--- src/rtl/dmem_access_ctrl_if.sv ---
// rtl/dmem_access_ctrl_if.sv - cpu data-port bus between the processor and the data-memory controller
interface dmem_access_ctrl_if;
    logic [31:0] addr;
    logic [31:0] write_data;
    logic        memwrite;
    logic        memread;
    logic [3:0]  sign_mask;
    logic [31:0] read_data;
    logic        clk_stall;

    modport master (
        output addr, write_data, memwrite, memread, sign_mask,
        input  read_data, clk_stall
    );

    modport slave (
        input  addr, write_data, memwrite, memread, sign_mask,
        output read_data, clk_stall
    );
endinterface

--- src/rtl/dmem_access_ctrl.sv ---
// rtl/dmem_access_ctrl.sv - data-memory controller: sub-word loads/stores over a word BRAM, LED register, cpu stall
module dmem_access_ctrl #(
    parameter int          WORD_AW   = 10,
    parameter logic [31:0] BASE_ADDR = 32'h0000_1000,
    parameter logic [31:0] LED_ADDR  = 32'h0000_2000
) (
    input  logic               clk,
    input  logic               rst,
    dmem_access_ctrl_if.slave  cpu,
    output logic [7:0]         led,
    output logic [WORD_AW-1:0] ram_addr,
    output logic [31:0]        ram_wdata,
    output logic               ram_we,
    input  logic [31:0]        ram_rdata
);

    typedef enum logic [2:0] {
        S_IDLE,
        S_REQ,
        S_RD,
        S_WAIT,
        S_WR,
        S_DONE
    } state_t;

    state_t              state, state_n;
    logic [31:0]         a_addr, a_addr_n;
    logic [31:0]         a_wdata, a_wdata_n;
    logic [3:0]          a_mask, a_mask_n;
    logic                a_wr, a_wr_n;
    logic [31:0]         rd_q, rd_n;
    logic                stall_q, stall_n;
    logic [7:0]          led_q, led_n;
    logic [WORD_AW-1:0]  raddr_q, raddr_n;
    logic [31:0]         wdata_q, wdata_n;
    logic                we_q, we_n;

    // BASE_ADDR is word aligned, so the word offset is just the difference of the word parts.
    logic [29:0] off_word;
    logic        in_ram;
    logic        is_led;
    logic        is_byte;
    logic        is_half;
    logic [7:0]  byte_lane;
    logic [15:0] half_lane;
    logic [31:0] load_val;
    logic [31:0] merged;

    assign off_word = a_addr[31:2] - BASE_ADDR[31:2];
    assign in_ram   = (a_addr >= BASE_ADDR) && ((off_word >> WORD_AW) == 30'd0);
    assign is_led   = (a_addr == LED_ADDR);
    assign is_byte  = (a_mask[2:0] == 3'b001);
    assign is_half  = (a_mask[2:0] == 3'b010);

    assign byte_lane = ram_rdata[{a_addr[1:0], 3'b000} +: 8];
    assign half_lane = a_addr[1] ? ram_rdata[31:16] : ram_rdata[15:0];

    always_comb begin
        load_val = ram_rdata;
        if (is_byte)
            load_val = {{24{byte_lane[7] & ~a_mask[3]}}, byte_lane};
        else if (is_half)
            load_val = {{16{half_lane[15] & ~a_mask[3]}}, half_lane};
    end

    always_comb begin
        merged = ram_rdata;
        if (is_byte)
            merged[{a_addr[1:0], 3'b000} +: 8] = a_wdata[7:0];
        else if (is_half)
            merged[{a_addr[1], 4'b0000} +: 16] = a_wdata[15:0];
        else
            merged = a_wdata;
    end

    always_comb begin
        state_n   = state;
        a_addr_n  = a_addr;
        a_wdata_n = a_wdata;
        a_mask_n  = a_mask;
        a_wr_n    = a_wr;
        rd_n      = rd_q;
        stall_n   = stall_q;
        led_n     = led_q;
        raddr_n   = raddr_q;
        wdata_n   = wdata_q;
        we_n      = we_q;
        case (state)
            S_IDLE: begin
                if (cpu.memread || cpu.memwrite) begin
                    a_addr_n  = cpu.addr;
                    a_wdata_n = cpu.write_data;
                    a_mask_n  = cpu.sign_mask;
                    a_wr_n    = cpu.memwrite;
                    stall_n   = 1'b1;
                    state_n   = S_REQ;
                end
            end
            S_REQ: begin
                if (in_ram) begin
                    raddr_n = off_word[WORD_AW-1:0];
                    state_n = S_RD;
                end else begin
                    if (a_wr && is_led)
                        led_n = a_wdata[7:0];
                    if (!a_wr)
                        rd_n = 32'd0;
                    state_n = S_DONE;
                end
            end
            S_RD: state_n = S_WAIT;
            S_WAIT: begin
                // Word stores still pass through the read so every RAM store has the same latency.
                if (a_wr) begin
                    wdata_n = merged;
                    we_n    = 1'b1;
                    state_n = S_WR;
                end else begin
                    rd_n    = load_val;
                    state_n = S_DONE;
                end
            end
            S_WR: begin
                we_n    = 1'b0;
                state_n = S_DONE;
            end
            S_DONE: begin
                stall_n = 1'b0;
                state_n = S_IDLE;
            end
            default: state_n = S_IDLE;
        endcase
    end

    always_ff @(posedge clk) begin
        if (rst) begin
            state   <= S_IDLE;
            a_addr  <= 32'd0;
            a_wdata <= 32'd0;
            a_mask  <= 4'd0;
            a_wr    <= 1'b0;
            rd_q    <= 32'd0;
            stall_q <= 1'b0;
            led_q   <= 8'd0;
            raddr_q <= '0;
            wdata_q <= 32'd0;
            we_q    <= 1'b0;
        end else begin
            state   <= state_n;
            a_addr  <= a_addr_n;
            a_wdata <= a_wdata_n;
            a_mask  <= a_mask_n;
            a_wr    <= a_wr_n;
            rd_q    <= rd_n;
            stall_q <= stall_n;
            led_q   <= led_n;
            raddr_q <= raddr_n;
            wdata_q <= wdata_n;
            we_q    <= we_n;
        end
    end

    assign cpu.read_data = rd_q;
    assign cpu.clk_stall = stall_q;
    assign led           = led_q;
    assign ram_addr      = raddr_q;
    assign ram_wdata     = wdata_q;
    assign ram_we        = we_q;

endmodule

--- src/flat_wrapper.sv ---
// flat-port wrapper written by rule: the top's interface ports become plain ports
module dmem_access_ctrl_flat 
#(
    parameter int          WORD_AW   = 10,
    parameter logic [31:0] BASE_ADDR = 32'h0000_1000,
    parameter logic [31:0] LED_ADDR  = 32'h0000_2000
)
  (clk, rst, led, ram_addr, ram_wdata, ram_we, ram_rdata, cpu_addr, cpu_write_data, cpu_memwrite, cpu_memread, cpu_sign_mask, cpu_read_data, cpu_clk_stall);
  dmem_access_ctrl_if cpu_i ();
  input  logic clk;
  input  logic rst;
  output logic [7:0] led;
  output logic [WORD_AW-1:0] ram_addr;
  output logic [31:0] ram_wdata;
  output logic ram_we;
  input  logic [31:0] ram_rdata;
  input wire logic [$bits(cpu_i.addr)-1:0] cpu_addr;
  input wire logic [$bits(cpu_i.write_data)-1:0] cpu_write_data;
  input wire logic [$bits(cpu_i.memwrite)-1:0] cpu_memwrite;
  input wire logic [$bits(cpu_i.memread)-1:0] cpu_memread;
  input wire logic [$bits(cpu_i.sign_mask)-1:0] cpu_sign_mask;
  output wire logic [$bits(cpu_i.read_data)-1:0] cpu_read_data;
  output wire logic [$bits(cpu_i.clk_stall)-1:0] cpu_clk_stall;
  assign cpu_i.addr = cpu_addr;
  assign cpu_i.write_data = cpu_write_data;
  assign cpu_i.memwrite = cpu_memwrite;
  assign cpu_i.memread = cpu_memread;
  assign cpu_i.sign_mask = cpu_sign_mask;
  assign cpu_read_data = cpu_i.read_data;
  assign cpu_clk_stall = cpu_i.clk_stall;
  dmem_access_ctrl #(.WORD_AW(WORD_AW), .BASE_ADDR(BASE_ADDR), .LED_ADDR(LED_ADDR)) u_core (.clk(clk), .rst(rst), .cpu(cpu_i), .led(led), .ram_addr(ram_addr), .ram_wdata(ram_wdata), .ram_we(ram_we), .ram_rdata(ram_rdata));
endmodule
--- config.mk ---
export PLATFORM = sky130hd
export DESIGN_NAME = dmem_access_ctrl_flat
export DESIGN_NICKNAME = d
export VERILOG_FILES = /design/src/rtl/dmem_access_ctrl_if.sv /design/src/rtl/dmem_access_ctrl.sv /design/src/flat_wrapper.sv
export SDC_FILE = /design/constraint.sdc
export NUM_CORES = 1
export LEC_CHECK = 0
export BUFFER_PORTS_ARGS = -buffer_cell sky130_fd_sc_hd__buf_4
export CORE_MARGIN = 5
export CORE_UTILIZATION = 58
export DETAILED_ROUTE_END_ITERATION = 10
export MAX_ROUTING_LAYER = met4
export PLACE_DENSITY = 0.85
export SYNTH_ARGS = -nofsm -noshare
export SYNTH_HDL_FRONTEND = slang
export SYNTH_SLANG_ARGS = --single-unit
export TNS_END_PERCENT = 5
--- constraint.sdc ---
create_clock -name clk -period 5.4 [get_ports clk]
set_input_delay 0.54 -clock clk [delete_from_list [all_inputs] [get_ports clk]]
set_output_delay 0.54 -clock clk [all_outputs]
set_load 0.02 [all_outputs]
**Yosys cells after proc, flatten, opt, wreduce, memory -nomap -nowiden**

Cells that the tools add are included.

- Add/sub/neg operators: 3
- Multiply operators: 0
- Div/mod/pow operators: 0
- Magnitude comparators: 1
- Eq/ne operators: 13
- Shift operators: 5
- Mux-type cells: 19
- Bitwise logic cells: 4
- Reductions and logical operators: 15

Operators with widths:

| cell | count |
|---|---|
| $mux W32 | 7 |
| $bwmux W32 | 2 |
| $pmux W32 S2 | 1 |
| $eq A32 B14 Y1 const B | 1 |
| $ge A32 B13 Y1 const B | 1 |
| $shift A16 B7 Y32 const A | 1 |
| $shift A8 B7 Y32 const A | 1 |
| $shiftx A16 B7 Y32 | 1 |
| $shiftx A32 B6 Y8 | 1 |
| $shiftx A8 B7 Y32 | 1 |
| $logic_not A30 Y1 | 1 |
| $sub A30 B11 Y30 const B | 1 |
| $mux W16 | 1 |
| $pmux W3 S5 | 1 |
| $neg A5 Y7 | 2 |
| $reduce_and A2 Y1 | 5 |
| $eq A3 B2 Y1 const B | 3 |
| $eq A3 B1 Y1 const B | 2 |
| $eq A3 B3 Y1 const B | 2 |
| $mux W3 | 2 |
| $ne A2 B2 Y1 const B | 3 |
| $reduce_bool A2 Y1 | 3 |
| $ne A2 B1 Y1 const B | 2 |
| $pmux W1 S2 | 2 |
| other kinds (8) | 13 |

- Bits in registers: 156
- Latch bits: 0
- Memory bits (writable): 0
- ROM bits: 0
- Output and inout bits: 84
- Memories: 0

**Longest topological paths before layout**

- Depth in word-level cells: 6
- Mapped depth: 9
- Mapped depth without buffers: 6

**Worst setup path after synthesis**

Ideal clock, no wire load.

- Path kind: register -> register
- From: register u_core.a_addr[1]
- To: register u_core.wdata_q[16] (netlist: u_core.ram_wdata[16])
- Arrival time: 2.156 ns
- Required time: 5.309 ns
- Slack: 3.153 ns
- Stages on the path, launching flop included: 10
- Path buffers: 3
- Clock period less this slack: 2.247 ns
- Cell sequence: dfxtp_1 -> buf_4 -> clkbuf_1 -> inv_1 -> ha_1 -> or3b_1 -> clkbuf_1 -> o22ai_1 -> nand2_1 -> a311oi_1

- Longest elaborated chain between the ends: 5
- Elaborated cells between the ends (all ways): 10

RTL lines:

| what | RTL line | source |
|---|---|---|
| start, declared | dmem_access_ctrl.sv:27 | `logic [31:0] a_addr, a_addr_n;` |
| start signal, assigned | dmem_access_ctrl.sv:150 | `a_addr <= a_addr_n;` |
| $neg A5 Y7 | dmem_access_ctrl.sv:71 | `merged[{a_addr[1], 4'b0000} +: 16] = a_wdata[15:0];` |
| $shiftx A16 B7 Y32 / $shift A16 B7 Y32 (equally long branches) | dmem_access_ctrl.sv:71 |  |
| $bwmux W32 | dmem_access_ctrl.sv:71 |  |
| $mux W32 | dmem_access_ctrl.sv:70 | `else if (is_half)` |
| $mux W32 * | dmem_access_ctrl.sv:68 | `if (is_byte)` |
| end signal, assigned | dmem_access_ctrl.sv:158 | `wdata_q <= wdata_n;` |
| end, declared | dmem_access_ctrl.sv:35 | `logic [31:0] wdata_q, wdata_n;` |

Every way passes the cells marked *; elsewhere a longest branch is shown, timed or not.
A chain may end at the register's enable or synchronous reset.

**Final worst setup path**

- From: register u_core.a_addr[19]
- To: register u_core.rd_q[2] (netlist: u_core.cpu.read_data[2])

- Longest elaborated chain between the ends: 5
- Elaborated cells between the ends (all ways): 6

RTL lines:

| what | RTL line | source |
|---|---|---|
| $sub A30 B11 Y30 | dmem_access_ctrl.sv:49 | `assign off_word = a_addr[31:2] - BASE_ADDR[31:2];` |
| $logic_not A30 Y1 | dmem_access_ctrl.sv:50 | `assign in_ram = (a_addr >= BASE_ADDR) && ((off_word >> WORD_AW) == 30'd0);` |
| $logic_and A1 B1 Y1 * | dmem_access_ctrl.sv:50 |  |
| $ne A2 B2 Y1 (no line) * | n/a |  |
| $reduce_and A4 Y1 (no line) * | n/a |  |
| end signal, assigned | dmem_access_ctrl.sv:154 | `rd_q <= rd_n;` |
| end, declared | dmem_access_ctrl.sv:31 | `logic [31:0] rd_q, rd_n;` |

Marked as above.

==> results_dict.tcl <==
set metrics [dict create \
    via_count 7749 \
    cts_buffer_depth 2 \
    power_frac_clock_pct 41.5 \
    hold_path_class "input pin to flop" \
    track_usage_pct 29.9 \
    viasPerCell 6.28 \
    insertion_delay_ns 0.43 \
    wl_per_cell_um 19.8 \
    critical_path.startpoint_type "flop" \
    synth_most_common_cell "nand2_1" \
    crit_fanout 32 \
    crit_path_top_delay_cell "nand4_2" \
    synth_fp_nets 1027 \
    critPathArrivalTime_ns 3.02 \
    core_um2 13300 \
    met2_usage_pct 45.1 \
    relSlewSlack_pct 20.7 \
    rsz0062_at_grt "no" \
    synthCells 918 \
    slew_viol_final 0 \
    yosysWarnings 0 \
    cts_buffers 17 \
    h-tree-depth 4 \
    ant_nets 0 \
    fin_cells 1233 \
    fin_util_pct 73.3 \
    holdBufCountCts 0 \
    ir_worst_vdd_uv 236 \
    power_density_nw_per_um2 304 \
    die-area_um2 16000 \
    setup_viol 0 \
    cp_cell_sequence "nor4_1 > nand4_2 > o21ai_4 > buf_4 > mux2i_1" \
    drc 0 \
    cts_root_buf "clkbuf_16" \
    syn_to_final_growth_pct 23.6 \
    synth_compound_area_share_pct 25.1 \
    grt_pass1_vias 7160 \
    grt_max_degree 90 \
    finalHoldViolations 0 \
    dp_slack_ns 2.56 \
    use_met3_pct 8.95 \
    cap_viol_max_count 0 \
    placed_cell_area_um2 9130 \
    grt-busiest-layer "met2" \
    combPwrFrac_pct 16.1 \
    critPathMaxStageDelay_ns 0.61 \
    synthArstFlopShare_pct 0 \
    switching_share_pct 27.7 \
    cts.sinks 156 \
    drt-total-wl_mm 24.4 \
    synth_cell_types 65 \
    crit_family "simple AND/OR/NAND/NOR gates" \
    synth_top_family_by_area "compound AO/OA/AOI/OAI gates" \
    tightest_slew_ns 1.19 \
    postSynthAreaPerCell_um2 8.59 \
    skew_ns 0.00941 \
    synth_edf_count 0 \
    design_area_um2 9740 \
    portBuffers 187 \
    antenna_cells 0 \
    status "finished clean" \
    syn_area_um2 7880 \
    antenna_found_initial 0 \
    synth.area.top_cells "dfxtp_1, nand2_1, a21oi_1, mux2i_1, o211ai_1" \
    synth.area.mux_share_pct 7.63 \
    fin_ws_ns 2.72 \
    drtIter0Drc 989 \
    initial_utilization_pct 59.3 \
    p_int_mw 2.14 \
    drive_gt1_share_pct 27.1 \
    p_sw_uw 820 \
    place_congestion 0.932 \
    cp_num_buf_inv 1 \
    cts_resized 0 \
    yosys.area_share.simple_pct 19.7 \
    ys_seq_area_share_pct 39.6 \
    clkTransAtPathRegs_ns 0.06 \
    synth-xor-area-share_pct 0 \
    path_depth 5 \
    power.leakage_nw 3.71 \
    whs_path_depth 3 \
    cts_post_setup_buffers_inserted 0 \
    period_share_pct 49.6 \
    holdWs_ns 0.354 \
    die_h_um 127 \
    synth_top_area_share_pct 39.6 \
    grt_pass1_wl_mm 37.1 \
    grt-ovfl-total 0 \
    total_power_mw 2.96 \
    finalSetupTns_ns 0 \
    finalCriticalPeriod_ns 2.68 \
    path_class "flop to flop" \
    synth_top_flop_cell "dfxtp_1" \
    grt.met1_usage_pct 35.2 \
    dp.cells 1202 \
    fmax_mhz 373 \
    dp_hpwl_mm 16.4 \
    synth_commonest_cells "nand2_1, dfxtp_1, a21oi_1" \
    pin_count 188 \
    end_kind "flop" \
    required_ns 5.74 \
    yosys.area.top_type "dfxtp_1" \
    reg2reg_depth 5 \
    num-nets-final 1154 \
    dr.pass1.iters 7 \
    p_seq_share_pct 42.4 \
    rows 42 \
    synthAdderAreaFrac_pct 0.794 \
    synth_seq_cells 156 \
    die_w_um 127 \
    cts_tree "yes" \
]
==> cell type report <==
class / instances / area, um^2
Clock buffer: 21 / 470
Clock inverter: 10 / 140
Fill cell: 1043 / 3550
Inverter: 21 / 78.8
Multi-Input combinational cell: 652 / 4230
Sequential cell: 156 / 3120
Tap cell: 176 / 220
Timing Repair Buffer: 197 / 1480
==> registers in the layout (all words and copies together), names as in the netlist <==
name                  count
u_core.a_addr            32
u_core.a_wdata           32
u_core.cpu.read_data     32
u_core.ram_wdata         32
u_core.ram_addr          10
u_core.led                8
u_core.a_mask             4
u_core.state              3
u_core.a_wr               1
u_core.cpu.clk_stall      1
u_core.ram_we             1
==> routing by layer <==
metal  wire, um  share of wire (%)
met2      11200                 46
met1       9390                 38
met4       1280                5.3
met3       2560                 10
met5          0                  0
==> kinds of logic after synthesis <==
family / Yosys count
compound gates: 267
fa+ha+maj: 5
buf+inv: 110
flops: 156
mux: 50
simple gates: 330
==> power groups by stage <==
stage,combinational (mW),clock [mW],sequential (mW)
floorplan,0.346,0,1.25
global placement,0.459,0,1.28
detailed placement,0.464,0,1.28
CTS,0.469,1.24,1.25
global route,0.511,1.29,1.26
finish,0.477,1.23,1.25
==> tightest hold or removal path, cell delays in order <==
cell and delay, ns:
buf_4 0.11, nand2_1 0.04, a21oi_1 0.05
==> placed cells by master, fill, tap and decap left out, types with 2 or more instances in the layout <==
master        n
buf_4       197
nand2_1     188
dfxtp_1     156
a21oi_1      90
nor2_1       41
nand2b_1     34
mux2i_1      34
o211ai_1     33
o22ai_1      23
inv_1        20
o31ai_1      19
nand4_1      19
clkbuf_16    17
a311oi_1     16
a22oi_2      14
nor3_1       12
a22oi_1      11
o22ai_2      10
a221oi_1      9
o32a_1        8
o2111ai_1     8
mux2_2        8
a222oi_1      8
a211oi_1      8
mux4_2        7
or3b_1        5
ha_1          5
nor4_1        3
nand3_1       3
clkbuf_8      3
clkinvlp_4    3
bufinv_16     3
or2_2         2
nor2b_1       2
o21ai_4       2
and4_1        2
a21oi_2       2
clkinv_4      2
clkinv_2      2
==> final timing paths <==
| kind | slack, ns | from | endpoint |
|---|---|---|---|
| hold / removal | 0.35 | cpu_addr[19] | u_core.a_addr[19] |
| setup / recovery | 2.72 | u_core.a_addr[19] | u_core.cpu.read_data[2] |
| hold reg to reg | 0.45 | u_core.a_addr[20] | u_core.a_addr[20] |
| setup reg to reg | 2.72 | u_core.a_addr[19] | u_core.cpu.read_data[2] |
(Power assumes the default switching activity.)
